[config.mk]
export PLATFORM = sky130hd
export DESIGN_NAME = cm_arb_mp_lock
export DESIGN_NICKNAME = d
export VERILOG_FILES = /design/src/rtl/cm_arb_pkg.sv /design/src/rtl/cm_arb_mp_lock_rr_pick.sv /design/src/rtl/cm_arb_mp_lock.sv
export SDC_FILE = /design/constraint.sdc
export NUM_CORES = 1
export LEC_CHECK = 0
export BUFFER_PORTS_ARGS = -buffer_cell sky130_fd_sc_hd__buf_2
export CAP_MARGIN = 20
export CELL_PAD_IN_SITES_DETAIL_PLACEMENT = 1
export CELL_PAD_IN_SITES_GLOBAL_PLACEMENT = 1
export CORE_AREA = 2 2 88 90
export DETAILED_ROUTE_END_ITERATION = 8
export DIE_AREA = 0 0 90 92
export PLACE_DENSITY = 0.78
export SLEW_MARGIN = 10
export SYNTH_ARGS = -nofsm -noshare
export SYNTH_HDL_FRONTEND = slang
export SYNTH_SLANG_ARGS = --single-unit
[constraint.sdc]
create_clock -name clk -period 7.5 [get_ports clk]
set_input_delay 1.125 -clock clk [delete_from_list [all_inputs] [get_ports clk]]
set_output_delay 1.125 -clock clk [all_outputs]
set_load 0.005 [all_outputs]
[src/rtl/cm_arb_pkg.sv]
// Shared types and helpers for the multi-priority locking arbiter.
package cm_arb_pkg;

    // Largest supported requester count; sizes the index/pointer fields.
    localparam int MAX_REQ = 16;
    localparam int PTR_W   = $clog2(MAX_REQ);

    typedef enum logic {
        IDLE   = 1'b0,
        LOCKED = 1'b1
    } arb_state_e;

    // One-hot (or zero) vector to binary index; zero input yields index 0.
    function automatic logic [PTR_W-1:0] oh2idx(input logic [MAX_REQ-1:0] oh);
        logic [PTR_W-1:0] idx;
        idx = '0;
        for (int i = 0; i < MAX_REQ; i++)
            if (oh[i]) idx = idx | PTR_W'(i);
        return idx;
    endfunction

    // Binary index to one-hot vector.
    function automatic logic [MAX_REQ-1:0] idx2oh(input logic [PTR_W-1:0] idx);
        logic [MAX_REQ-1:0] oh;
        oh      = '0;
        oh[idx] = 1'b1;
        return oh;
    endfunction

endpackage

[src/rtl/cm_arb_mp_lock_rr_pick.sv]
// Combinational picker: first candidate at or after ptr (wrapping), or the
// lowest-index candidate when mode=1.
module cm_arb_rr_pick
    import cm_arb_pkg::*;
#(
    parameter int N = 4
) (
    input  logic [N-1:0]     cand,
    input  logic [PTR_W-1:0] ptr,
    input  logic             mode,
    output logic [N-1:0]     pick
);

    logic [N-1:0] ge_mask;
    logic [N-1:0] hi;

    // Mask of positions at or after the pointer; fixed mode opens the whole range.
    always_comb begin
        ge_mask = '0;
        for (int i = 0; i < N; i++)
            ge_mask[i] = mode ? 1'b1 : (i >= int'(ptr));
    end

    assign hi = cand & ge_mask;

    // Lowest set bit of the upper slice, otherwise wrap to lowest set bit overall.
    always_comb begin
        if (hi != '0) pick = hi & (~hi + N'(1));
        else          pick = cand & (~cand + N'(1));
    end

endmodule

[src/rtl/cm_arb_mp_lock.sv]
// Multi-priority arbiter with per-level round-robin, starvation aging,
// locked-transfer hold with timeout, and runtime fixed/round-robin mode.
module cm_arb_mp_lock
    import cm_arb_pkg::*;
#(
    parameter int REQ_NUM    = 4,
    parameter int PRI_WIDTH  = 2,
    parameter int AGE_THRESH = 8,
    parameter int LOCK_MAX   = 16
) (
    input  logic                           clk,
    input  logic                           rst_n,
    input  logic [REQ_NUM-1:0]             req,
    input  logic [PRI_WIDTH*REQ_NUM-1:0]   pri,
    input  logic [REQ_NUM-1:0]             lock,
    input  logic                           mode,
    input  logic                           ready,
    output logic [REQ_NUM-1:0]             gnt,
    output logic [REQ_NUM-1:0]             last_gnt,
    output logic                           locked,
    output logic [REQ_NUM-1:0]             urgent
);

    localparam int LEVELS = 1 << PRI_WIDTH;
    localparam int AW     = (AGE_THRESH < 1) ? 1 : $clog2(AGE_THRESH + 1);
    localparam int LW     = (LOCK_MAX < 2) ? 1 : $clog2(LOCK_MAX);

    arb_state_e           state, state_nxt;
    logic [PTR_W-1:0]     owner, owner_nxt;
    logic [LW-1:0]        lock_cnt, lock_cnt_nxt;
    logic                 blk, blk_nxt;

    logic [PTR_W-1:0]     lvl_ptr [LEVELS];
    logic [PTR_W-1:0]     urg_ptr;
    logic [AW-1:0]        age_cnt [REQ_NUM];
    logic [AW-1:0]        age_nxt [REQ_NUM];
    logic [REQ_NUM-1:0]   urgent_nxt;

    logic [PRI_WIDTH-1:0] pmax;
    logic [REQ_NUM-1:0]   lvl_cand, urg_cand, cand, pick_oh, owner_oh;
    logic                 use_urg, owner_hold, req_own, lock_own, arb_ev;
    logic                 entry_ok, timeout;
    logic [PTR_W-1:0]     tier_ptr, gidx, ptr_nxt;

    // Highest priority level among active requesters.
    always_comb begin
        pmax = '0;
        for (int i = 0; i < REQ_NUM; i++)
            if (req[i] && (pri[i*PRI_WIDTH +: PRI_WIDTH] > pmax))
                pmax = pri[i*PRI_WIDTH +: PRI_WIDTH];
    end

    // Requesters sitting at the winning level.
    always_comb begin
        lvl_cand = '0;
        for (int i = 0; i < REQ_NUM; i++)
            lvl_cand[i] = req[i] && (pri[i*PRI_WIDTH +: PRI_WIDTH] == pmax);
    end

    // Aged requesters pre-empt the priority levels entirely.
    assign urg_cand = req & urgent;
    assign use_urg  = (urg_cand != '0);
    assign cand     = use_urg ? urg_cand : lvl_cand;
    assign tier_ptr = use_urg ? urg_ptr : lvl_ptr[pmax];

    cm_arb_rr_pick #(.N(REQ_NUM)) u_pick (
        .cand (cand),
        .ptr  (tier_ptr),
        .mode (mode),
        .pick (pick_oh)
    );

    assign owner_oh   = REQ_NUM'(idx2oh(owner));
    assign req_own    = |(req & owner_oh);
    assign lock_own   = |(lock & owner_oh);
    assign owner_hold = (state == LOCKED) && req_own;

    assign gnt     = owner_hold ? owner_oh : pick_oh;
    assign arb_ev  = ready && (gnt != '0);
    assign gidx    = oh2idx(MAX_REQ'(gnt));
    assign ptr_nxt = (gidx == PTR_W'(REQ_NUM - 1)) ? '0 : gidx + PTR_W'(1);

    // A blocked owner re-gaining the grant must not re-enter the lock.
    assign entry_ok = |(lock & gnt) && !(blk && (gidx == owner));
    assign timeout  = (LOCK_MAX != 0) && (lock_cnt == LW'(LOCK_MAX - 1));

    // Lock FSM next-state: entry on a locked grant, exit on release, drop or timeout.
    always_comb begin
        state_nxt    = state;
        owner_nxt    = owner;
        lock_cnt_nxt = lock_cnt;
        blk_nxt      = blk;
        // The block releases as soon as the owner drops lock, even without an event.
        if (!lock_own) blk_nxt = 1'b0;
        if (arb_ev) begin
            case (state)
                IDLE: begin
                    if (entry_ok) begin
                        state_nxt    = LOCKED;
                        owner_nxt    = gidx;
                        lock_cnt_nxt = '0;
                        blk_nxt      = 1'b0;
                    end
                end
                LOCKED: begin
                    if (!req_own) begin
                        // Owner vanished; this cycle's grant was arbitrated and may lock afresh.
                        state_nxt = IDLE;
                        if (entry_ok) begin
                            state_nxt    = LOCKED;
                            owner_nxt    = gidx;
                            lock_cnt_nxt = '0;
                            blk_nxt      = 1'b0;
                        end
                    end else if (!lock_own) begin
                        state_nxt = IDLE;
                    end else if (timeout) begin
                        state_nxt = IDLE;
                        blk_nxt   = 1'b1;
                    end else if (LOCK_MAX != 0) begin
                        lock_cnt_nxt = lock_cnt + LW'(1);
                    end
                end
                default: state_nxt = IDLE;
            endcase
        end
    end

    // Lock FSM state register.
    always_ff @(posedge clk or negedge rst_n) begin
        if (!rst_n) begin
            state    <= IDLE;
            owner    <= '0;
            lock_cnt <= '0;
            blk      <= 1'b0;
        end else begin
            state    <= state_nxt;
            owner    <= owner_nxt;
            lock_cnt <= lock_cnt_nxt;
            blk      <= blk_nxt;
        end
    end

    assign locked = (state == LOCKED);

    // Per-master age: clear on grant or idle, count losses up to the threshold.
    always_comb begin
        for (int i = 0; i < REQ_NUM; i++) begin
            age_nxt[i]    = age_cnt[i];
            if (gnt[i] || !req[i])
                age_nxt[i] = '0;
            else if (age_cnt[i] < AW'(AGE_THRESH))
                age_nxt[i] = age_cnt[i] + AW'(1);
            urgent_nxt[i] = (AGE_THRESH != 0) && (age_nxt[i] == AW'(AGE_THRESH));
        end
    end

    // Aging state and urgent flags advance only on arbitration events.
    always_ff @(posedge clk or negedge rst_n) begin
        if (!rst_n) begin
            for (int i = 0; i < REQ_NUM; i++) age_cnt[i] <= '0;
            urgent <= '0;
        end else if (arb_ev) begin
            for (int i = 0; i < REQ_NUM; i++) age_cnt[i] <= age_nxt[i];
            urgent <= urgent_nxt;
        end
    end

    // Round-robin pointers: only the tier that actually arbitrated moves; a
    // lock hold bypasses arbitration and leaves every pointer alone.
    always_ff @(posedge clk or negedge rst_n) begin
        if (!rst_n) begin
            for (int l = 0; l < LEVELS; l++) lvl_ptr[l] <= '0;
            urg_ptr <= '0;
        end else if (arb_ev && !mode && !owner_hold) begin
            if (use_urg) urg_ptr       <= ptr_nxt;
            else         lvl_ptr[pmax] <= ptr_nxt;
        end
    end

    // Grant of the last committed event.
    always_ff @(posedge clk or negedge rst_n) begin
        if (!rst_n)      last_gnt <= '0;
        else if (arb_ev) last_gnt <= gnt;
    end

endmodule

; After elaboration in Yosys (flattened, before gate mapping)
; Cells that the tools add are included.
[word_totals]
ff_bits = 54
in_bits = 20
out_inout_bits = 13
[classes]
add_sub_neg = 8
magnitude_cmp = 16
n_eq_ne = 14
muxes = 52
n_bitwise = 12
n_reduce_logical = 37
[op_table]
columns = op, count
row1 = 4-bit two-way mux, 22
row2 = 4-bit by 1-bit adder with 4-bit output (second input constant), 8
row3 = 4-bit bitwise AND, 7
row4 = 4-bit equality test (second input constant), 5
row5 = 16-bit bitwise mux, 1
row6 = 1-bit logical AND, 16
row7 = 4-bit < comparator (second input constant), 4
row8 = 1-bit two-way mux, 16
row9 = 4-bit one-hot mux with 2 select lines, 2
row10 = 2-bit two-way mux, 6
row11 = 4-bit nonzero test, 3
row12 = 4-bit OR reduction, 3
row13 = 4-bit binary-select mux with 2-bit select, 1
row14 = 4-bit demux with 2-bit select, 1
row15 = 2-bit equality test, 4
row16 = 1-bit by 4-bit >= comparator with 1-bit output (first input constant), 2
row17 = 2-bit by 4-bit >= comparator with 1-bit output (first input constant), 2
row18 = 4-bit inverter, 2
row19 = 1-bit zero test, 7
row20 = 2-bit > comparator, 3
row21 = 2-bit AND reduction, 3
row22 = 4-bit by 5-bit < comparator with 1-bit output (second input constant), 1
row23 = 1-bit demux with 4-bit select, 1
row24 = 4-bit by 2-bit equality test with 1-bit output (second input constant), 1
row25 = 13 further kinds, 18

; Longest topological paths before layout
[logic_depth]
word_depth = 36
ltp_mapped = 32
ltp_nobuf = 27

; By module
; Synthesis repeated with hierarchy kept, for this count alone.
[unflattened]
hier_cells = 343
hier_area_um2 = 3184.3
[by_module_without_submodules]
columns = module, n_inst, cells_each, area_per_inst_um2, seq_area_each_um2
row1 = cm_arb_mp_lock, 1, 317, 3011.6, 1051.0
row2 = cm_arb_rr_pick, 1, 26, 172.7, 0.0

; Worst setup path after synthesis
; No wires, ideal clock.
[synth_path]
path_type = in2out
startpoint = input pri[0]
endpoint = output gnt[2]
arrival_ns = 5.708
path_slack_ns = 0.667
cell_stages = 25
n_path_buf = 3
cell_sequence = and2_1 > buf_2 > ha_1 > a21boi_4 > o21ai_2 > nand2_1 > o21ai_0 > ha_1 > nor2_1 > a211oi_1 > mux2i_1 > o311ai_4 > nor2_1 > ha_1 > nand2_1 > o211ai_1 > or2_2 > buf_2 > and2_1 > buf_6 > mux2i_1 > a221o_2 > a21boi_1 > o31ai_2 > inv_1
[synth_via]
elab_chain_cells = 25
word_cells_on_any_way = 44
[synth_lines]
columns = item, line_no
row1 = "start, declared", cm_arb_mp_lock.sv:14  ; input logic [PRI_WIDTH*REQ_NUM-1:0] pri,
row2 = 2-bit by 1-bit > comparator with 1-bit output, cm_arb_mp_lock.sv:49  ; if (req[i] && (pri[i*PRI_WIDTH +: PRI_WIDTH] > pmax))
row3 = 1-bit logical AND, cm_arb_mp_lock.sv:49
row4 = 2-bit two-way mux, cm_arb_mp_lock.sv:49
row5 = 2-bit > comparator, cm_arb_mp_lock.sv:49
row6 = 1-bit logical AND, cm_arb_mp_lock.sv:49
row7 = 2-bit two-way mux, cm_arb_mp_lock.sv:49
row8 = 2-bit > comparator, cm_arb_mp_lock.sv:49
row9 = 1-bit logical AND, cm_arb_mp_lock.sv:49
row10 = [... 9 more ...], --
row11 = 1-bit by 4-bit >= comparator with 1-bit output or 2-bit by 4-bit >= comparator with 1-bit output (tied branches), cm_arb_mp_lock_rr_pick.sv:21  ; ge_mask[i] = mode ? 1'b1 : (i >= int'(ptr));
row12 = 1-bit two-way mux, cm_arb_mp_lock_rr_pick.sv:21
row13 = 4-bit bitwise AND, cm_arb_mp_lock_rr_pick.sv:24  ; assign hi = cand & ge_mask;
row14 = 4-bit inverter, cm_arb_mp_lock_rr_pick.sv:28  ; if (hi != '0) pick = hi & (~hi + N'(1));
row15 = 4-bit by 1-bit adder with 4-bit output, cm_arb_mp_lock_rr_pick.sv:28
row16 = 4-bit bitwise AND, cm_arb_mp_lock_rr_pick.sv:28
row17 = 4-bit two-way mux (*), cm_arb_mp_lock_rr_pick.sv:28
row18 = 4-bit two-way mux (*), cm_arb_mp_lock.sv:78  ; assign gnt = owner_hold ? owner_oh : pick_oh;
row19 = "end, declared", cm_arb_mp_lock.sv:18  ; output logic [REQ_NUM-1:0] gnt,
; Every way passes the cells marked *; elsewhere a longest branch is shown, timed or not. The select of a mux whose other input is x is not followed.

; Worst setup path in the final report
[layout_path]
startpoint = input req[0]
endpoint = output gnt[0]
[layout_via]
elab_chain_cells = 24
word_cells_on_any_way = 48
[layout_lines]
columns = item, line_no
row1 = "start, declared", cm_arb_mp_lock.sv:13  ; input logic [REQ_NUM-1:0] req,
row2 = 1-bit logical AND, cm_arb_mp_lock.sv:49
row3 = 2-bit two-way mux, cm_arb_mp_lock.sv:49
row4 = 2-bit > comparator, cm_arb_mp_lock.sv:49
row5 = 1-bit logical AND, cm_arb_mp_lock.sv:49
row6 = 2-bit two-way mux, cm_arb_mp_lock.sv:49
row7 = 2-bit > comparator, cm_arb_mp_lock.sv:49
row8 = 1-bit logical AND, cm_arb_mp_lock.sv:49
row9 = 2-bit two-way mux, cm_arb_mp_lock.sv:49
row10 = [... 8 more ...], --
row11 = 1-bit by 4-bit >= comparator with 1-bit output, cm_arb_mp_lock_rr_pick.sv:21
row12 = 1-bit two-way mux, cm_arb_mp_lock_rr_pick.sv:21
row13 = 4-bit bitwise AND, cm_arb_mp_lock_rr_pick.sv:24
row14 = 4-bit inverter, cm_arb_mp_lock_rr_pick.sv:28
row15 = 4-bit by 1-bit adder with 4-bit output, cm_arb_mp_lock_rr_pick.sv:28
row16 = 4-bit bitwise AND, cm_arb_mp_lock_rr_pick.sv:28
row17 = 4-bit two-way mux, cm_arb_mp_lock_rr_pick.sv:28
row18 = 4-bit two-way mux (*), cm_arb_mp_lock.sv:78
; Marks and branches as above.

==> run metrics <==
status=finished, final reports clean; GPL Wtd Cong=0.868; R2R Setup Slk=3.69 ns; Fin. Hold Viols=0; most common cell after layout, fill and taps aside=nand2_1; initial antenna violation count=0; largest net degree at the start of global routing=43; worst hold start=last_gnt[1]; Antenna diodes=0; register area share after synthesis=32.3%; WHS Path Cells=2; number of global-route vias before repair=roughly 3200; full die area=0.00828 mm2; post-route ant nets=0; Vias=3061; synthesized area=0.00325 mm2; initial drt markers=112; Worst Setup End Kind=primary output; crit share post-route=95.9%; Worst-path clk slew=around 0.08 ns; core box area=0.00745 mm2; RR Endpoint=age_cnt[4]; chip height=92 um; total wire length=9240 um; Setup crit start kind=input pin; Clock Root Buffer=clkbuf_8; Mapped Avg Cell Area=8.95 um2; Setup CP Type=in -> out; data required time of the worst path=roughly 6.4 ns; R2R Path Start=urgent[2]; clk sinks=42; CP arrival=~6.1 ns; Slew @ Worst Pin=0.909 ns; worst min-delay path class=reg -> reg; DR DRC count=0; IO Port Bufs=32; area occupied by multi-input gates=about 0.0021 mm2; Hold Slack=0.502 ns; GRT Util Overall=between 20% and 30%; NumNets Final=430; Syn-to-layout area delta=12.3%; Vias/cell=about 6.1; Hold Path End=last_gnt[1]; Worst Path Max Fanout=8; layout cells sized above 1=a little under a quarter; Cells after Synth=363; Main synth FF type=dfrtp_1; CTS Buf Count=5; global-route wire length before repair=15700 um; row count=32; Avg WL per Cell=18.4 um; Final Skew=0.0141 ns; # fillers=934; Initial Util=43.6%; worst skew pair latency=0.30 ns; Syn Nets=393; fin crit period=approximately 7.2 ns; Worst slew margin=between 30% and 40%; Max VDD drop=roughly 180 uV; Leak Pwr=1.62 nW; Max-Cap Viols=0; ys async rst share=100%; Overflow after GRT=0; first-pass detailed-route iteration total=4; Max Fclk=0.139 GHz; Worst R2R Path Depth=14; Distinct cells, synth=70; Top Ports=33; CTS tree=built; Post-synth EDFFs=0; Tot Pwr=about 1.1 mW; Die X-Extent=90 um; Clock Path Buffers=2; max-slew violations=0; pwr/cell area=290 mW/mm2; post-DP HPWL=7220 um; #FFs+latches synth=42; Yosys warnings=0; FF/Latch Area=0.00105 mm2; H-tree depth=2; most frequent cells in the layout=53 x nand2_1, 42 x dfrtp_1, 32 x buf_2; final setup fails=0
## worst max-delay path: stages
cell and delay [ns]:
buf_2 0.16, and2_1 0.17, ha_1 0.31, a21boi_4 0.23
o21ai_4 0.11, nand2_1 0.06, o21ai_0 0.07, ha_1 0.33
nor2_2 0.21, a211oi_1 0.09, mux2i_1 0.24, o311ai_4 0.18
nor2_1 0.13, ha_1 0.24, nand2_1 0.07, o211ai_1 0.18
or2_2 0.40, and2_2 0.28, mux2i_1 0.17, a221o_2 0.47
a21oi_1 0.19, a2bb2oi_1 0.23, o32a_1 0.20, inv_1 0.06
buf_2 0.12
## state kept, by name, indices dropped and copies added, names as in the netlist
name,count
locked,1
lock_cnt,4
lvl_ptr,8
urgent,4
urg_ptr,2
last_gnt,4
owner,2
age_cnt,16
blk,1
## power breakdown
part,internal (mW),leakage (nW),switching [mW],total [mW]
Sequential,0.296,0.556,0.0721,0.368
Clock,0.0625,0.0438,0.0746,0.137
Combinational,0.238,1.02,0.317,0.555
Total,0.596,1.62,0.464,1.06
## how the worst max path moves through the flow
| stage | end | from |
|---|---|---|
| 2_1_floorplan | gnt[2] | pri[0] |
| 3_3_place_gp | gnt[1] | req[0] |
| 3_5_place_dp | gnt[1] | req[0] |
| 4_1_cts | gnt[1] | req[0] |
| 5_1_grt | gnt[1] | req[0] |
| 6_report | gnt[0] | req[0] |
## synthesized netlist by cell type, types with 6 or more instances
cell | count | share of area [%]
a21oi_1 | 16 | 2.5
nand2_1 | 54 | 6.2
inv_1 | 20 | 2.3
ha_1 | 10 | 3.8
mux2_2 | 9 | 3.1
a31oi_1 | 10 | 1.9
nand4_1 | 7 | 1.3
and2_1 | 7 | 1.3
dfrtp_1 | 42 | 32
nor2_1 | 11 | 1.3
o21ai_0 | 18 | 2.8
mux2_1 | 6 | 2.1
a21o_1 | 6 | 1.4
nand3_1 | 12 | 1.8
clkbuf_1 | 6 | 0.69
nor3_1 | 6 | 0.92
mux2i_1 | 6 | 1.8
o21ai_1 | 6 | 0.92
o211ai_1 | 7 | 1.6
## layout make-up
type | count | share of cell area (%)
well taps | 102 | 3.50
clock buffers | 5 | 1.89
flip-flops and latches | 42 | 28.8
repair buffers | 44 | 6.86
multi-input cells | 287 | 56.6
inverters | 20 | 2.06
clock inverters | 2 | 0.274
## cells by family (layout without fill, tap and decap cells)
kind of cell,Yosys count,in the layout,share of synthesized area [%]
buffers and inverters,34,71,4.81
flip-flops,42,42,32.3
adder cells (fa/ha/maj),11,11,4.16
multiplexers,25,25,9.35
AO/OA/AOI/OAI,118,118,27.8
AND/OR/NAND/NOR,133,133,21.6
## layer usage
metal / GRT usage (%) / wire [um]
met4: 8.21 / 186
met2: 39.0 / 4460
met1: 30.4 / 4370
met5: 0 / 0
met3: 3.29 / 221
## per-stage QoR
| stage | utilization, % | area, um2 | instances | TNS [ns] | worst slack [ns] |
|---|---|---|---|---|---|
| 5_1_grt | 49.0 | 3650 | 502 | -0.0546 | -0.0546 |
| 6_report | 49.0 | 3650 | 502 | 0 | 0.304 |
| 4_1_cts | 48.4 | 3600 | 499 | 0 | 0.163 |
| 3_3_place_gp | 47.3 | 3520 | 492 | 0 | 0.403 |
| 2_1_floorplan | - | 3250 | 363 | 0 | 0.667 |
| 3_5_place_dp | 47.3 | 3520 | 492 | 0 | 0.160 |
## repair_timing
item / in CTS / in global routing
setup endpoints to repair: 0 / 8
resized for setup: 0 / 7
buffers inserted: 0 / 3
hold buffers: 0 / 0
Note: power is estimated with default switching activity, not from simulation.
